[src/rtl/lifo_arbiter_if.sv]
// Requester and LIFO-side signal bundle for lifo_arbiter.
// slave = arbiter view, master = requesters plus LIFO (environment) view.
interface lifo_arbiter_if #(
  parameter int unsigned NREQ = 2,
  parameter int unsigned DW   = 8
);
  logic [NREQ-1:0]    req_valid;
  logic [NREQ-1:0]    req_op;
  logic [NREQ*DW-1:0] req_data;
  logic [NREQ-1:0]    req_ready;
  logic [NREQ-1:0]    rsp_valid;
  logic [DW-1:0]      rsp_data;
  logic               rsp_err;
  logic               lifo_push;
  logic               lifo_pop;
  logic [DW-1:0]      lifo_din;
  logic [DW-1:0]      lifo_dout;
  logic               lifo_full;
  logic               lifo_empty;
  logic               lifo_error;

  modport slave (
    input  req_valid, req_op, req_data, lifo_dout, lifo_full, lifo_empty, lifo_error,
    output req_ready, rsp_valid, rsp_data, rsp_err, lifo_push, lifo_pop, lifo_din
  );

  modport master (
    output req_valid, req_op, req_data, lifo_dout, lifo_full, lifo_empty, lifo_error,
    input  req_ready, rsp_valid, rsp_data, rsp_err, lifo_push, lifo_pop, lifo_din
  );
endinterface

[src/rtl/lifo_arbiter.sv]
// Serialises NREQ push/pop requesters onto a single LIFO port, one transaction per 3 cycles.
// Define LIFO_ARB_PRIO_EN for fixed lowest-index priority; default is round-robin.
module lifo_arbiter #(
  parameter int unsigned NREQ = 2,
  parameter int unsigned DW   = 8
) (
  input  logic          clk,
  input  logic          rst,
  lifo_arbiter_if.slave bus
);
  localparam int unsigned IW = $clog2(NREQ);

  typedef enum logic [1:0] {
    S_IDLE  = 2'd0,
    S_ISSUE = 2'd1,
    S_CAPT  = 2'd2
  } state_t;

  state_t          r_state;
  state_t          w_state_nxt;
  logic [IW-1:0]   w_idx;
  logic [IW-1:0]   w_win;
  logic            w_any;
  logic            w_xfer;
  logic            w_push;
  logic            w_pop;
  logic            w_rej;
  logic [NREQ-1:0] w_ready;
  logic [IW-1:0]   r_win;
  logic            r_op;
  logic [DW-1:0]   r_data;
  logic            r_rej;
  logic            r_pop_ok;
  logic [NREQ-1:0] r_rsp_valid;
  logic [DW-1:0]   r_rsp_data;
  logic            r_rsp_err;
`ifndef LIFO_ARB_PRIO_EN
  logic [IW-1:0]   r_ptr;
`endif

  // Winner search: first valid requester starting at the pointer (or at 0 in priority mode)
  always_comb begin
    w_any = 1'b0;
    w_win = '0;
    w_idx = '0;
    for (int unsigned k = 0; k < NREQ; k++) begin
`ifdef LIFO_ARB_PRIO_EN
      w_idx = IW'(k);
`else
      w_idx = IW'((32'(r_ptr) + k) % NREQ);
`endif
      if (!w_any && bus.req_valid[w_idx]) begin
        w_any = 1'b1;
        w_win = w_idx;
      end
    end
  end

  always_ff @(posedge clk or negedge rst) begin
    if (!rst) r_state <= S_IDLE;
    else      r_state <= w_state_nxt;
  end

  always_comb begin
    w_state_nxt = r_state;
    w_xfer      = 1'b0;
    w_push      = 1'b0;
    w_pop       = 1'b0;
    w_rej       = 1'b0;
    w_ready     = '0;
    case (r_state)
      S_IDLE: begin
        if (w_any) begin
          w_ready[w_win] = 1'b1;
          w_xfer         = 1'b1;
          w_state_nxt    = S_ISSUE;
        end
      end
      S_ISSUE: begin
        if (!r_op) begin
          if (!bus.lifo_full) w_push = 1'b1;
          else                w_rej  = 1'b1;
        end else begin
          if (!bus.lifo_empty) w_pop = 1'b1;
          else                 w_rej = 1'b1;
        end
        w_state_nxt = S_CAPT;
      end
      S_CAPT:  w_state_nxt = S_IDLE;
      default: w_state_nxt = S_IDLE;
    endcase
  end

  // Transaction latch and registered response
  always_ff @(posedge clk or negedge rst) begin
    if (!rst) begin
      r_win       <= '0;
      r_op        <= 1'b0;
      r_data      <= '0;
      r_rej       <= 1'b0;
      r_pop_ok    <= 1'b0;
      r_rsp_valid <= '0;
      r_rsp_data  <= '0;
      r_rsp_err   <= 1'b0;
    end else begin
      if (w_xfer) begin
        r_win  <= w_win;
        r_op   <= bus.req_op[w_win];
        r_data <= bus.req_data[32'(w_win)*DW +: DW];
      end
      if (r_state == S_ISSUE) begin
        r_rej    <= w_rej;
        r_pop_ok <= w_pop;
      end
      r_rsp_valid <= '0;
      if (r_state == S_CAPT) begin
        r_rsp_valid[r_win] <= 1'b1;
        r_rsp_err          <= r_rej | bus.lifo_error;
        r_rsp_data         <= r_pop_ok ? bus.lifo_dout : '0;
      end
    end
  end

`ifndef LIFO_ARB_PRIO_EN
  always_ff @(posedge clk or negedge rst) begin
    if (!rst)        r_ptr <= '0;
    else if (w_xfer) r_ptr <= (32'(w_win) == NREQ - 1) ? '0 : w_win + IW'(1);
  end
`endif

  // Grant is masked by reset so the port is quiet while rst is low
  assign bus.req_ready = rst ? w_ready : '0;
  assign bus.lifo_push = w_push;
  assign bus.lifo_pop  = w_pop;
  assign bus.lifo_din  = w_push ? r_data : '0;
  assign bus.rsp_valid = r_rsp_valid;
  assign bus.rsp_data  = r_rsp_data;
  assign bus.rsp_err   = r_rsp_err;
endmodule

[src/flat_wrapper.sv]
// flat-port wrapper written by rule: the top's interface ports become plain ports
module lifo_arbiter_flat 
#(
  parameter int unsigned NREQ = 2,
  parameter int unsigned DW   = 8
)
  (clk, rst, bus_req_valid, bus_req_op, bus_req_data, bus_lifo_dout, bus_lifo_full, bus_lifo_empty, bus_lifo_error, bus_req_ready, bus_rsp_valid, bus_rsp_data, bus_rsp_err, bus_lifo_push, bus_lifo_pop, bus_lifo_din);
  lifo_arbiter_if #(.NREQ(NREQ), .DW(DW)) bus_i ();
  input  logic clk;
  input  logic rst;
  input wire logic [$bits(bus_i.req_valid)-1:0] bus_req_valid;
  input wire logic [$bits(bus_i.req_op)-1:0] bus_req_op;
  input wire logic [$bits(bus_i.req_data)-1:0] bus_req_data;
  input wire logic [$bits(bus_i.lifo_dout)-1:0] bus_lifo_dout;
  input wire logic [$bits(bus_i.lifo_full)-1:0] bus_lifo_full;
  input wire logic [$bits(bus_i.lifo_empty)-1:0] bus_lifo_empty;
  input wire logic [$bits(bus_i.lifo_error)-1:0] bus_lifo_error;
  output wire logic [$bits(bus_i.req_ready)-1:0] bus_req_ready;
  output wire logic [$bits(bus_i.rsp_valid)-1:0] bus_rsp_valid;
  output wire logic [$bits(bus_i.rsp_data)-1:0] bus_rsp_data;
  output wire logic [$bits(bus_i.rsp_err)-1:0] bus_rsp_err;
  output wire logic [$bits(bus_i.lifo_push)-1:0] bus_lifo_push;
  output wire logic [$bits(bus_i.lifo_pop)-1:0] bus_lifo_pop;
  output wire logic [$bits(bus_i.lifo_din)-1:0] bus_lifo_din;
  assign bus_i.req_valid = bus_req_valid;
  assign bus_i.req_op = bus_req_op;
  assign bus_i.req_data = bus_req_data;
  assign bus_i.lifo_dout = bus_lifo_dout;
  assign bus_i.lifo_full = bus_lifo_full;
  assign bus_i.lifo_empty = bus_lifo_empty;
  assign bus_i.lifo_error = bus_lifo_error;
  assign bus_req_ready = bus_i.req_ready;
  assign bus_rsp_valid = bus_i.rsp_valid;
  assign bus_rsp_data = bus_i.rsp_data;
  assign bus_rsp_err = bus_i.rsp_err;
  assign bus_lifo_push = bus_i.lifo_push;
  assign bus_lifo_pop = bus_i.lifo_pop;
  assign bus_lifo_din = bus_i.lifo_din;
  lifo_arbiter #(.NREQ(NREQ), .DW(DW)) u_core (.clk(clk), .rst(rst), .bus(bus_i));
endmodule
[config.mk]
export PLATFORM = sky130hd
export DESIGN_NAME = lifo_arbiter_flat
export DESIGN_NICKNAME = d
export VERILOG_FILES = /design/src/rtl/lifo_arbiter_if.sv /design/src/rtl/lifo_arbiter.sv /design/src/flat_wrapper.sv
export SDC_FILE = /design/constraint.sdc
export NUM_CORES = 1
export LEC_CHECK = 0
export ABC_AREA = 1
export BUFFER_PORTS_ARGS = -buffer_cell sky130_fd_sc_hd__buf_4
export CELL_PAD_IN_SITES_DETAIL_PLACEMENT = 0
export CELL_PAD_IN_SITES_GLOBAL_PLACEMENT = 1
export CORE_MARGIN = 2
export CORE_UTILIZATION = 36
export CTS_BUF_LIST = sky130_fd_sc_hd__clkbuf_4 sky130_fd_sc_hd__clkbuf_8
export DETAILED_ROUTE_END_ITERATION = 8
export GPL_ROUTABILITY_DRIVEN = 0
export GPL_TIMING_DRIVEN = 0
export PLACE_DENSITY_LB_ADDON = 0.05
export RECOVER_POWER = 50
export SYNTH_ARGS = -nofsm -noshare
export SYNTH_HDL_FRONTEND = slang
export SYNTH_SLANG_ARGS = --single-unit
export TNS_END_PERCENT = 20
[constraint.sdc]
create_clock -name clk -period 2.7 [get_ports clk]
set_input_delay 0.135 -clock clk [delete_from_list [all_inputs] [get_ports clk]]
set_output_delay 0.135 -clock clk [all_outputs]
set_load 0.02 [all_outputs]
-- After elaboration in Yosys (flattened, before gate mapping)
Index checks and enable logic that the tools add are counted.
- flip-flop bits (word level): 26
- output and inout port bits: 23
- logic and storage cells: 62
- input bits: 33
- magnitude comparators: 6
- shifts and indexed selects: 1
- reductions and logical operators: 5
- mux-type cells: 34
- equal/unequal tests: 3
- bitwise operators: 1
- add/sub/neg operators: 2
- operators by type and width (operator ; number):
    two-way mux 1 bit ; 24
    two-way mux 8 bit ; 2
    indexed part select 16 x 5 -> 8 bit ; 1
    two-way mux 2 bit ; 5
    less-than comparator 1 x 2 -> 1 bit, second input constant ; 4
    case mux 2 bit (2 select lines) ; 1
    logical AND 1 bit ; 3
    adder 1 bit, second input constant ; 2
    demux 1 bit (select 1 bit) ; 2
    equality test 2 x 1 -> 1 bit, second input constant ; 1
    equality test 2 bit, second input constant ; 1
    greater-or-equal comparator 1 bit, second input constant ; 2
    logical NOT 2 bit ; 1
    inequality test 2 x 1 -> 1 bit, second input constant ; 1
    logical NOT 1 bit ; 1
    OR 1 bit ; 1

-- Logic depth before layout (Yosys ltp)
Gate-level depths: netlist of the first run.
- word-level depth: 13
- gate-level depth with buffers: 8
- mapped depth without buffers: 7

-- Worst setup path after synthesis of the first run
Ideal clock, no wire load.
- kind: register to output
- start point: register u_core.r_ptr
- end point: output bus_req_ready[0]
- buffers on the path: 1
- data required time: 2565 ps
- arrival: 1075 ps
- slack: 1490 ps
- stages on the path, launching flop included: 7
- cell sequence: dfrtp_1 > inv_1 > nand2_2 > nand2_1 > buf_4 > nand2_1 > nor2_1
- longest elaborated chain between the ends: 13
- elaborated cells on any way between the ends: 19
- those cells by class: 1 x add/sub; 2 x order compare; 13 x mux; 3 x reduce/logical
- ends and longest elaborated chain (element ; RTL line ; text):
    start, declared ; lifo_arbiter.sv:38 ; logic [IW-1:0] r_ptr;
    start signal, assigned ; lifo_arbiter.sv:127 ; else if (w_xfer) r_ptr <= (32'(w_win) == NREQ - 1) ? '0 : w_win + IW'(1);
    two-way mux 1 bit (not written as such) (2 in a row) ; lifo_arbiter.sv:52 ; if (!w_any && bus.req_valid[w_idx]) begin
    two-way mux 1 bit ; lifo_arbiter.sv:52 ;
    logical NOT 1 bit ; lifo_arbiter.sv:52 ;
    logical AND 1 bit ; lifo_arbiter.sv:52 ;
    two-way mux 1 bit ; lifo_arbiter.sv:52 ;
    less-than comparator 1 x 2 -> 1 bit (not written as such) or greater-or-equal comparator 1 bit (tied branches) ; lifo_arbiter.sv:74 ; w_ready[w_win] = 1'b1;
    logical AND 1 bit (not written as such) ; lifo_arbiter.sv:74 ;
    two-way mux 1 bit (not written as such) ; lifo_arbiter.sv:74 ;
    demux 1 bit (select 1 bit) ; -- ;
    two-way mux 2 bit (*) ; lifo_arbiter.sv:73 ; if (w_any) begin
    two-way mux 2 bit (*) ; lifo_arbiter.sv:71 ; case (r_state)
    two-way mux 2 bit (*) ; lifo_arbiter.sv:132 ; assign bus.req_ready = rst ? w_ready : '0;
    end, declared ; flat_wrapper.sv:18 ; output wire logic [$bits(bus_i.req_ready)-1:0] bus_req_ready;
Every way passes the cells marked *; elsewhere a longest branch is shown, timed or not. The select of a mux whose other input is x is not followed.

-- Worst setup path in the final report of the first run
- start point: register u_core.r_state[0]
- end point: output bus_lifo_din[7]
- longest elaborated chain between the ends: 3
- ends and longest elaborated chain (element ; RTL line ; text):
    start, declared ; lifo_arbiter.sv:19 ; state_t r_state;
    start signal, assigned ; lifo_arbiter.sv:61 ; else r_state <= w_state_nxt;
    equality test 2 x 1 -> 1 bit ; lifo_arbiter.sv:71 ;
    two-way mux 1 bit ; lifo_arbiter.sv:71 ;
    two-way mux 8 bit ; lifo_arbiter.sv:135 ; assign bus.lifo_din = w_push ? r_data : '0;
    end, declared ; flat_wrapper.sv:24 ; output wire logic [$bits(bus_i.lifo_din)-1:0] bus_lifo_din;
No other way between the ends.

==> results of run 1 <==
Yosys cell counts:
| cell | instances | share of area |
|---|---|---|
| sky130_fd_sc_hd__clkbuf_1 | 1 | 0.0030 |
| sky130_fd_sc_hd__inv_1 | 17 | 0.052 |
| sky130_fd_sc_hd__nand2_1 | 61 | 0.19 |
| sky130_fd_sc_hd__o21ai_2 | 1 | 0.0071 |
| sky130_fd_sc_hd__o21ai_1 | 2 | 0.0081 |
| sky130_fd_sc_hd__nor2_1 | 16 | 0.049 |
| sky130_fd_sc_hd__nor2_4 | 2 | 0.018 |
| sky130_fd_sc_hd__buf_4 | 3 | 0.018 |
| sky130_fd_sc_hd__buf_6 | 1 | 0.0091 |
| sky130_fd_sc_hd__dfrtp_1 | 26 | 0.53 |
| sky130_fd_sc_hd__nor2_2 | 1 | 0.0051 |
| sky130_fd_sc_hd__inv_2 | 3 | 0.0091 |
| sky130_fd_sc_hd__nand3_1 | 22 | 0.089 |
| sky130_fd_sc_hd__nand2_2 | 1 | 0.0051 |
| sky130_fd_sc_hd__o21ai_0 | 2 | 0.0081 |
| sky130_fd_sc_hd__nand3_2 | 1 | 0.0081 |
registers in the layout, summed over array words and instances, names as in the netlist:
register and flops:
u_core.bus.rsp_data 8, u_core.r_data 8, u_core.bus.rsp_valid 2, u_core.r_state 2
u_core.bus.rsp_err 1, u_core.r_op 1, u_core.r_pop_ok 1, u_core.r_ptr 1
u_core.r_rej 1, u_core.r_win 1
path summary, 6_finish.rpt:
kind,slack (ps),from,endpoint
worst min-delay path,40,bus_lifo_dout[7],u_core.bus.rsp_data[7]$_DFFE_PN0N_
min in group asynchronous,260,rst,u_core.r_state[1]$_DFFE_PN0P_
worst max register to register,1460,u_core.r_state[0]$_DFFE_PN0P_,u_core.r_rej$_DFFE_PN0P_
worst max-delay path,970,u_core.r_state[0]$_DFFE_PN0P_,bus_lifo_din[7]
worst min register to register,430,u_core.r_win$_DFFE_PN0P_,u_core.bus.rsp_valid[0]$_DFF_PN0_
max in group asynchronous,2200,rst,u_core.r_win$_DFFE_PN0P_
final cells by class:
| cell class | count | area (um^2) |
|---|---|---|
| fillers | 376 | 1620 |
| flip-flops and latches | 26 | 651 |
| multi-input cells | 109 | 465 |
| repair buffers | 55 | 378 |
| inverters | 20 | 75.1 |
| well taps | 46 | 57.6 |
| plain buffers | 5 | 37.5 |
| clock buffers | 3 | 22.5 |
power breakdown:
part | total, mW | switching (mW) | internal, mW | leakage [nW]
Sequential | 0.667 | 0.0954 | 0.571 | 0.333
Clock | 0.156 | 0.103 | 0.0522 | 0.0138
Combinational | 0.750 | 0.488 | 0.262 | 0.631
Total | 1.57 | 0.687 | 0.886 | 0.978
layer usage:
| metal | vias up | GRT usage | part of all wire |
|---|---|---|---|
| li1 | 604 | - | - |
| met4 | 0 | 0.0583 | 0.016 |
| met1 | 518 | 0.198 | 0.45 |
| met5 | - | 0 | 0 |
| met3 | 5 | 0.0396 | 0.080 |
| met2 | 37 | 0.245 | 0.45 |
metrics by stage:
step,util,instance area (um^2)
finish,0.509,1690
global route,0.509,1690
CTS,0.523,1730
detailed placement,0.513,1700
global placement,0.513,1700
floorplan,-,1240
worst max-delay path, delay by kind of cell (launching register included):
kind | cells | cell delay [ps]
DFF | 1 | 440
buffers and inverters | 2 | 220
and+or+nand+nor | 3 | 640
what timing repair did:
action,CTS,global route
hold buffers,1,0
endpoints found under the hold margin,26,0
gates resized for setup,0,0
buffers inserted,0,0
cell families after synthesis:
logic type	Yosys count
buffers and inverters	25
and+or+nand+nor	104
AOI/OAI and AO/OA	5
DFF	26
==> run_summary.xml, run 1 <==
<?xml version="1.0" encoding="UTF-8"?>
<metrics>
  <group name="synthesis">
    <metric name="yosys.area_share.adder" unit="">0</metric>
    <metric name="yosys_register_bits" unit="">26</metric>
    <metric name="synth-xor-area-share" unit="">0</metric>
    <metric name="avgSynthCellArea" unit="um^2">7.73</metric>
    <metric name="yosysSeqAreaShare" unit="">0.526</metric>
    <metric name="synth_cell_type_count" unit="">16</metric>
    <metric name="post_synth_and_or_nand_nor_area_fraction" unit="">0.359</metric>
    <metric name="dominant_combinational_cell_family_by_area_after_synthesis" unit="">simple AND/OR/NAND/NOR gates</metric>
    <metric name="postSynthNetCount" unit="">193</metric>
    <metric name="ys.warnings.count" unit="">0</metric>
    <metric name="synth_compound_gate_area_share" unit="">0.0233</metric>
    <metric name="synth.cell_area" unit="um^2">1240</metric>
    <metric name="synth_mux_area_frac" unit="">0</metric>
    <metric name="syn-instance-count" unit="">160</metric>
  </group>
  <group name="grt">
    <metric name="combined_global_route_utilization_of_all_metal_layers" unit="">0.153</metric>
    <metric name="vias_in_the_first_global_route" unit="">1124</metric>
    <metric name="number_of_antenna_violations_at_the_first_check_in_global_routing" unit="">0</metric>
    <metric name="gr-total-overflow" unit="">0</metric>
    <metric name="maximum_number_of_pins_on_one_net_before_global_route_repair" unit="">28</metric>
    <metric name="grt_pass1_wl" unit="um">4750</metric>
  </group>
  <group name="cts">
    <metric name="cts.sink_count" unit="">26</metric>
    <metric name="clk_transition_reported_paths" unit="ps">120</metric>
    <metric name="cts_buffers" unit="">3</metric>
    <metric name="clk-insertion-delay-late" unit="ps">310</metric>
    <metric name="cts_tree" unit="">yes</metric>
    <metric name="h_tree_lvl_count" unit="">1</metric>
    <metric name="clockBufferDepth" unit="">2</metric>
    <metric name="cts-root-buf" unit="">sky130_fd_sc_hd__clkbuf_4</metric>
  </group>
  <group name="power">
    <metric name="totalPowerFinal" unit="mW">1.57</metric>
    <metric name="power.density" unit="nW/um^2">932</metric>
    <metric name="leak" unit="nW">0.978</metric>
    <metric name="vdd_drop_max" unit="mV">0.365</metric>
  </group>
  <group name="critical_path">
    <metric name="worst_path_most_repeated_cell" unit="">sky130_fd_sc_hd__nor2_1</metric>
    <metric name="crit_fanout" unit="">10</metric>
    <metric name="crit_path_end_kind" unit="">output port</metric>
    <metric name="ordered_list_of_cells_on_the_worst_path" unit="">inv_2 &gt; nor2_1 &gt; nand3_2 &gt; nor2_1 &gt; buf_4</metric>
    <metric name="worst_reg2reg_path_length_in_cells" unit="">5</metric>
    <metric name="criticalPathCategory" unit="">reg -&gt; out</metric>
    <metric name="critPathArrivalTime" unit="ps">1600</metric>
    <metric name="required" unit="ps">2570</metric>
    <metric name="cp-start-kind" unit="">flip-flop</metric>
    <metric name="critical-path-slowest-cell" unit="">sky130_fd_sc_hd__dfrtp_1</metric>
    <metric name="critPathMaxStageDelay" unit="ps">440</metric>
  </group>
  <group name="detailed_routing">
    <metric name="detail_route.vias_per_cell" unit="">4.41</metric>
    <metric name="detailedRoute.firstPassIterationCount" unit="">4</metric>
    <metric name="route.detailed.wl_per_inst" unit="um">10.6</metric>
    <metric name="wirelength" unit="um">2790</metric>
    <metric name="drt_first_iter_violations" unit="">82</metric>
    <metric name="vias" unit="">1164</metric>
    <metric name="drt_drc_violations_left" unit="">0</metric>
    <metric name="postRouteAntennaNets" unit="">0</metric>
  </group>
  <group name="sta">
    <metric name="maxSlewViolCount" unit="">0</metric>
    <metric name="grt_setup_unrepaired" unit="">false</metric>
    <metric name="report.final.setup_viol" unit="">0</metric>
    <metric name="final_hold_viol_count" unit="">0</metric>
    <metric name="worst-slew-pin-transition" unit="ps">387</metric>
    <metric name="timing.slew.headroom" unit="">0.742</metric>
    <metric name="totalNegativeSetupSlack" unit="ps">0</metric>
    <metric name="timing.hold.ws" unit="ps">43.4</metric>
    <metric name="final_period_minus_worst_setup_slack" unit="ps">1730</metric>
    <metric name="layout_worst_path_cycle_share" unit="">0.642</metric>
    <metric name="final.setup.worst_slack" unit="ps">967</metric>
    <metric name="clock_skew" unit="ps">3.90</metric>
    <metric name="maxClockFrequency" unit="GHz">0.577</metric>
  </group>
  <group name="die">
    <metric name="core_area" unit="um^2">3310</metric>
    <metric name="fp.dieH" unit="um">62.6</metric>
    <metric name="io_pins" unit="">56</metric>
    <metric name="fp.dieArea" unit="um^2">3920</metric>
    <metric name="initial_utilization" unit="">0.373</metric>
    <metric name="die_width" unit="um">62.6</metric>
    <metric name="rows" unit="">21</metric>
  </group>
  <group name="layout">
    <metric name="drive_gt1_frac" unit="">0.271</metric>
    <metric name="flow.area_growth_from_synthesis" unit="%">36.4</metric>
    <metric name="final_cell_mix" unit="">sky130_fd_sc_hd__nand2_1, sky130_fd_sc_hd__buf_4, sky130_fd_sc_hd__dfrtp_1</metric>
    <metric name="fin_cells" unit="">264</metric>
    <metric name="diodes_inserted" unit="">0</metric>
    <metric name="num-nets-final" unit="">253</metric>
    <metric name="most_common_library_cell_in_the_layout_ignoring_fill_and_taps" unit="">sky130_fd_sc_hd__nand2_1</metric>
  </group>
  <group name="placed_design">
    <metric name="port-buffer-count" unit="">54</metric>
    <metric name="detailedPlace.worstSlack" unit="ps">1410</metric>
    <metric name="post-dp-hpwl" unit="um">2130</metric>
    <metric name="post-place-cells" unit="">260</metric>
  </group>
  <group name="run_status">
    <metric name="outcome" unit="">finished clean</metric>
  </group>
  <group name="hold_path">
    <metric name="worst_hold_path.num_cells" unit="">3</metric>
    <metric name="type_of_the_most_critical_hold_path" unit="">in -&gt; reg</metric>
  </group>
  <group name="flow_run">
    <metric name="cap_violations" unit="">0</metric>
  </group>
</metrics>
Note: power is estimated with default switching activity, not from simulation.
==> run 2: changes to the inputs <==
Settings changed: CORE_UTILIZATION 36 to 33.
Clock period 2.7 ns to 1.7 ns, I/O delays scaled along.
==> run 2 against run 1 <==
Net effect:
- clock skew grew 2.0 ps
- die area up 8.5%
- cell count grew 1.1%
- via count grew 3.4%
- critical path depth rose by 2
- combinational power increased by 61%
- clock power increased to 3.3 times the previous value
- setup slack lost 800 ps
- sequential share of layout area fell by 1.3 points
- critical path type unchanged
- global-route usage shrank 0.66 points
- register-to-register slack lost 1000 ps
- highest routed layer unchanged
- clock-buffer cell count unchanged
- critical endpoint is now bus_req_ready[0]
==> run_summary.xml, run 2 (synthesized netlist as in run 1, its figures left out) <==
<?xml version="1.0" encoding="UTF-8"?>
<metrics>
  <group name="layout">
    <metric name="drive_gt1_frac" unit="">0.279</metric>
    <metric name="num-nets-final" unit="">253</metric>
    <metric name="final_cell_mix" unit="">sky130_fd_sc_hd__nand2_1, sky130_fd_sc_hd__buf_4, sky130_fd_sc_hd__dfrtp_1</metric>
    <metric name="diodes_inserted" unit="">0</metric>
    <metric name="multiInputGateArea" unit="um^2">473</metric>
    <metric name="fin_cells" unit="">267</metric>
    <metric name="final_util" unit="">0.480</metric>
    <metric name="most_common_library_cell_in_the_layout_ignoring_fill_and_taps" unit="">sky130_fd_sc_hd__nand2_1</metric>
    <metric name="flow.area_growth_from_synthesis" unit="%">41.2</metric>
    <metric name="seqCellArea" unit="um^2">651</metric>
    <metric name="final.fill_count" unit="">395</metric>
  </group>
  <group name="detailed_routing">
    <metric name="detail_route.vias_per_cell" unit="">4.51</metric>
    <metric name="postRouteAntennaNets" unit="">0</metric>
    <metric name="wirelength" unit="um">2850</metric>
    <metric name="route.detailed.wl_per_inst" unit="um">10.7</metric>
    <metric name="detailedRoute.firstPassIterationCount" unit="">5</metric>
    <metric name="drt_first_iter_violations" unit="">54</metric>
    <metric name="vias" unit="">1204</metric>
    <metric name="drt_drc_violations_left" unit="">0</metric>
  </group>
  <group name="critical_path">
    <metric name="r2r_path_start" unit="">u_core.r_state[1]$_DFFE_PN0P_</metric>
    <metric name="critPathMaxStageDelay" unit="ps">370</metric>
    <metric name="worst_reg2reg_path_length_in_cells" unit="">4</metric>
    <metric name="crit_path_end_kind" unit="">output port</metric>
    <metric name="critPathArrivalTime" unit="ps">1440</metric>
    <metric name="rr_endpoint" unit="">u_core.r_op$_DFFE_PN0P_</metric>
    <metric name="ff2ff_setup_slack" unit="ps">460</metric>
    <metric name="criticalPathCategory" unit="">reg -&gt; out</metric>
    <metric name="cp-start-kind" unit="">flip-flop</metric>
    <metric name="critical-path-slowest-cell" unit="">sky130_fd_sc_hd__dfrtp_1</metric>
    <metric name="required" unit="ps">1620</metric>
    <metric name="crit_fanout" unit="">10</metric>
    <metric name="path_delay_family" unit="">simple AND/OR/NAND/NOR gates</metric>
    <metric name="worst-path-buf-inv" unit="">3</metric>
    <metric name="timing.critical_path.depth" unit="">7</metric>
    <metric name="ordered_list_of_cells_on_the_worst_path" unit="">inv_1 &gt; nand2_2 &gt; nand2_1 &gt; buf_4 &gt; nand2_1 &gt; nor2_1 &gt; buf_4</metric>
  </group>
  <group name="sta">
    <metric name="report.final.setup_viol" unit="">0</metric>
    <metric name="clock_skew" unit="ps">5.87</metric>
    <metric name="timing.slew.headroom" unit="">0.719</metric>
    <metric name="layout_worst_path_cycle_share" unit="">0.899</metric>
    <metric name="maxSlewViolCount" unit="">0</metric>
    <metric name="grt_setup_unrepaired" unit="">false</metric>
    <metric name="final_period_minus_worst_setup_slack" unit="ps">1530</metric>
    <metric name="final_hold_viol_count" unit="">0</metric>
    <metric name="maxClockFrequency" unit="GHz">0.654</metric>
    <metric name="totalNegativeSetupSlack" unit="ps">0</metric>
    <metric name="worst-slew-pin-transition" unit="ps">422</metric>
  </group>
  <group name="grt">
    <metric name="number_of_antenna_violations_at_the_first_check_in_global_routing" unit="">0</metric>
    <metric name="maximum_number_of_pins_on_one_net_before_global_route_repair" unit="">28</metric>
    <metric name="grt_pass1_wl" unit="um">4860</metric>
    <metric name="vias_in_the_first_global_route" unit="">1160</metric>
    <metric name="gr-total-overflow" unit="">0</metric>
    <metric name="combined_global_route_utilization_of_all_metal_layers" unit="">0.146</metric>
  </group>
  <group name="cts">
    <metric name="clk_transition_reported_paths" unit="ps">90</metric>
    <metric name="cts.sink_count" unit="">26</metric>
    <metric name="clk-insertion-delay-late" unit="ps">270</metric>
    <metric name="cts-root-buf" unit="">sky130_fd_sc_hd__clkbuf_8</metric>
    <metric name="h_tree_lvl_count" unit="">1</metric>
    <metric name="clockBufferDepth" unit="">2</metric>
    <metric name="cts_tree" unit="">yes</metric>
    <metric name="cts_buffers" unit="">3</metric>
  </group>
  <group name="hold_path">
    <metric name="min-delay-start" unit="">bus_lifo_dout[4]</metric>
    <metric name="holdPathEnd" unit="">u_core.bus.rsp_data[4]$_DFFE_PN0N_</metric>
    <metric name="type_of_the_most_critical_hold_path" unit="">in -&gt; reg</metric>
    <metric name="worst_hold_path.num_cells" unit="">3</metric>
  </group>
  <group name="die">
    <metric name="fp.dieArea" unit="um^2">4250</metric>
    <metric name="io_pins" unit="">56</metric>
    <metric name="rows" unit="">22</metric>
    <metric name="fp.dieH" unit="um">65.2</metric>
    <metric name="core_area" unit="um^2">3630</metric>
    <metric name="die_width" unit="um">65.2</metric>
    <metric name="initial_utilization" unit="">0.340</metric>
  </group>
  <group name="placed_design">
    <metric name="post-place-cells" unit="">262</metric>
    <metric name="post-dp-hpwl" unit="um">2180</metric>
    <metric name="port-buffer-count" unit="">54</metric>
  </group>
  <group name="power">
    <metric name="vdd_drop_max" unit="mV">0.611</metric>
    <metric name="power.density" unit="nW/um^2">1590</metric>
    <metric name="leak" unit="nW">1.00</metric>
  </group>
  <group name="flow_run">
    <metric name="cap_violations" unit="">0</metric>
  </group>
  <group name="run_status">
    <metric name="outcome" unit="">finished clean</metric>
  </group>
</metrics>
## run 2: through the flow
step	area (um^2)	hold slack [ps]	total power, mW	setup slack [ps]
after global routing	1750	36.7	3.02	37.1
after CTS	1780	35.6	2.92	157
after global placement	1700	18.9	2.38	471
after floorplan	1240	-211	1.90	540
after detailed placement	1700	18.3	2.40	459
final	1750	40.6	2.78	171
## run 2: repair_timing
| item | in CTS | in global routing |
|---|---|---|
| resized for setup | 0 | 0 |
| buffers inserted | 0 | 0 |
| setup endpoints to repair | 0 | 0 |
| hold buffers | 1 | 0 |
| endpoints found under the hold margin | 26 | 0 |
## run 2: power by group
part / leakage, nW / internal [mW] / total, mW / switching (mW)
combinational: 0.632 / 0.422 / 1.21 / 0.783
sequential: 0.333 / 0.909 / 1.07 / 0.159
clock: 0.0357 / 0.315 / 0.510 / 0.195
total: 1.00 / 1.65 / 2.78 / 1.14
## run 2: final cells by class
type / instances / share of cell area
sequential: 26 / 0.373
multi-input combinational: 109 / 0.271
timing repair buffer: 55 / 0.216
inverter: 20 / 0.0430
tap: 48 / 0.0344
clock buffer: 3 / 0.0237
buffer: 5 / 0.0215
clock inverter: 1 / 0.0172
## run 2: worst min-delay path, delay by kind of cell
kind	cells	cell delay [ps]
and+or+nand+nor	2	110
buffers and inverters	1	80
## run 2: routing by layer
layer,vias up,track usage,part of all wire
met5,-,0,0
li1,607,-,-
met4,0,0.0547,0.012
met3,4,0.0308,0.059
met1,561,0.187,0.46
met2,32,0.242,0.47
## run 2: worst max path at each step
stage / startpoint / endpoint / slack, ps
finish: u_core.r_ptr$_DFFE_PN0P_ / bus_req_ready[0] / 170
global route: u_core.r_state[0]$_DFFE_PN0P_ / bus_lifo_din[7] / 40
CTS: u_core.r_ptr$_DFFE_PN0P_ / bus_req_ready[0] / 160
detailed placement: u_core.r_state[0]$_DFFE_PN0P_ / u_core.r_op$_DFFE_PN0P_ / 460
global placement: u_core.r_state[1]$_DFFE_PN0P_ / u_core.r_op$_DFFE_PN0P_ / 470
floorplan: u_core.r_ptr$_DFFE_PN0P_ / bus_req_ready[0] / 540
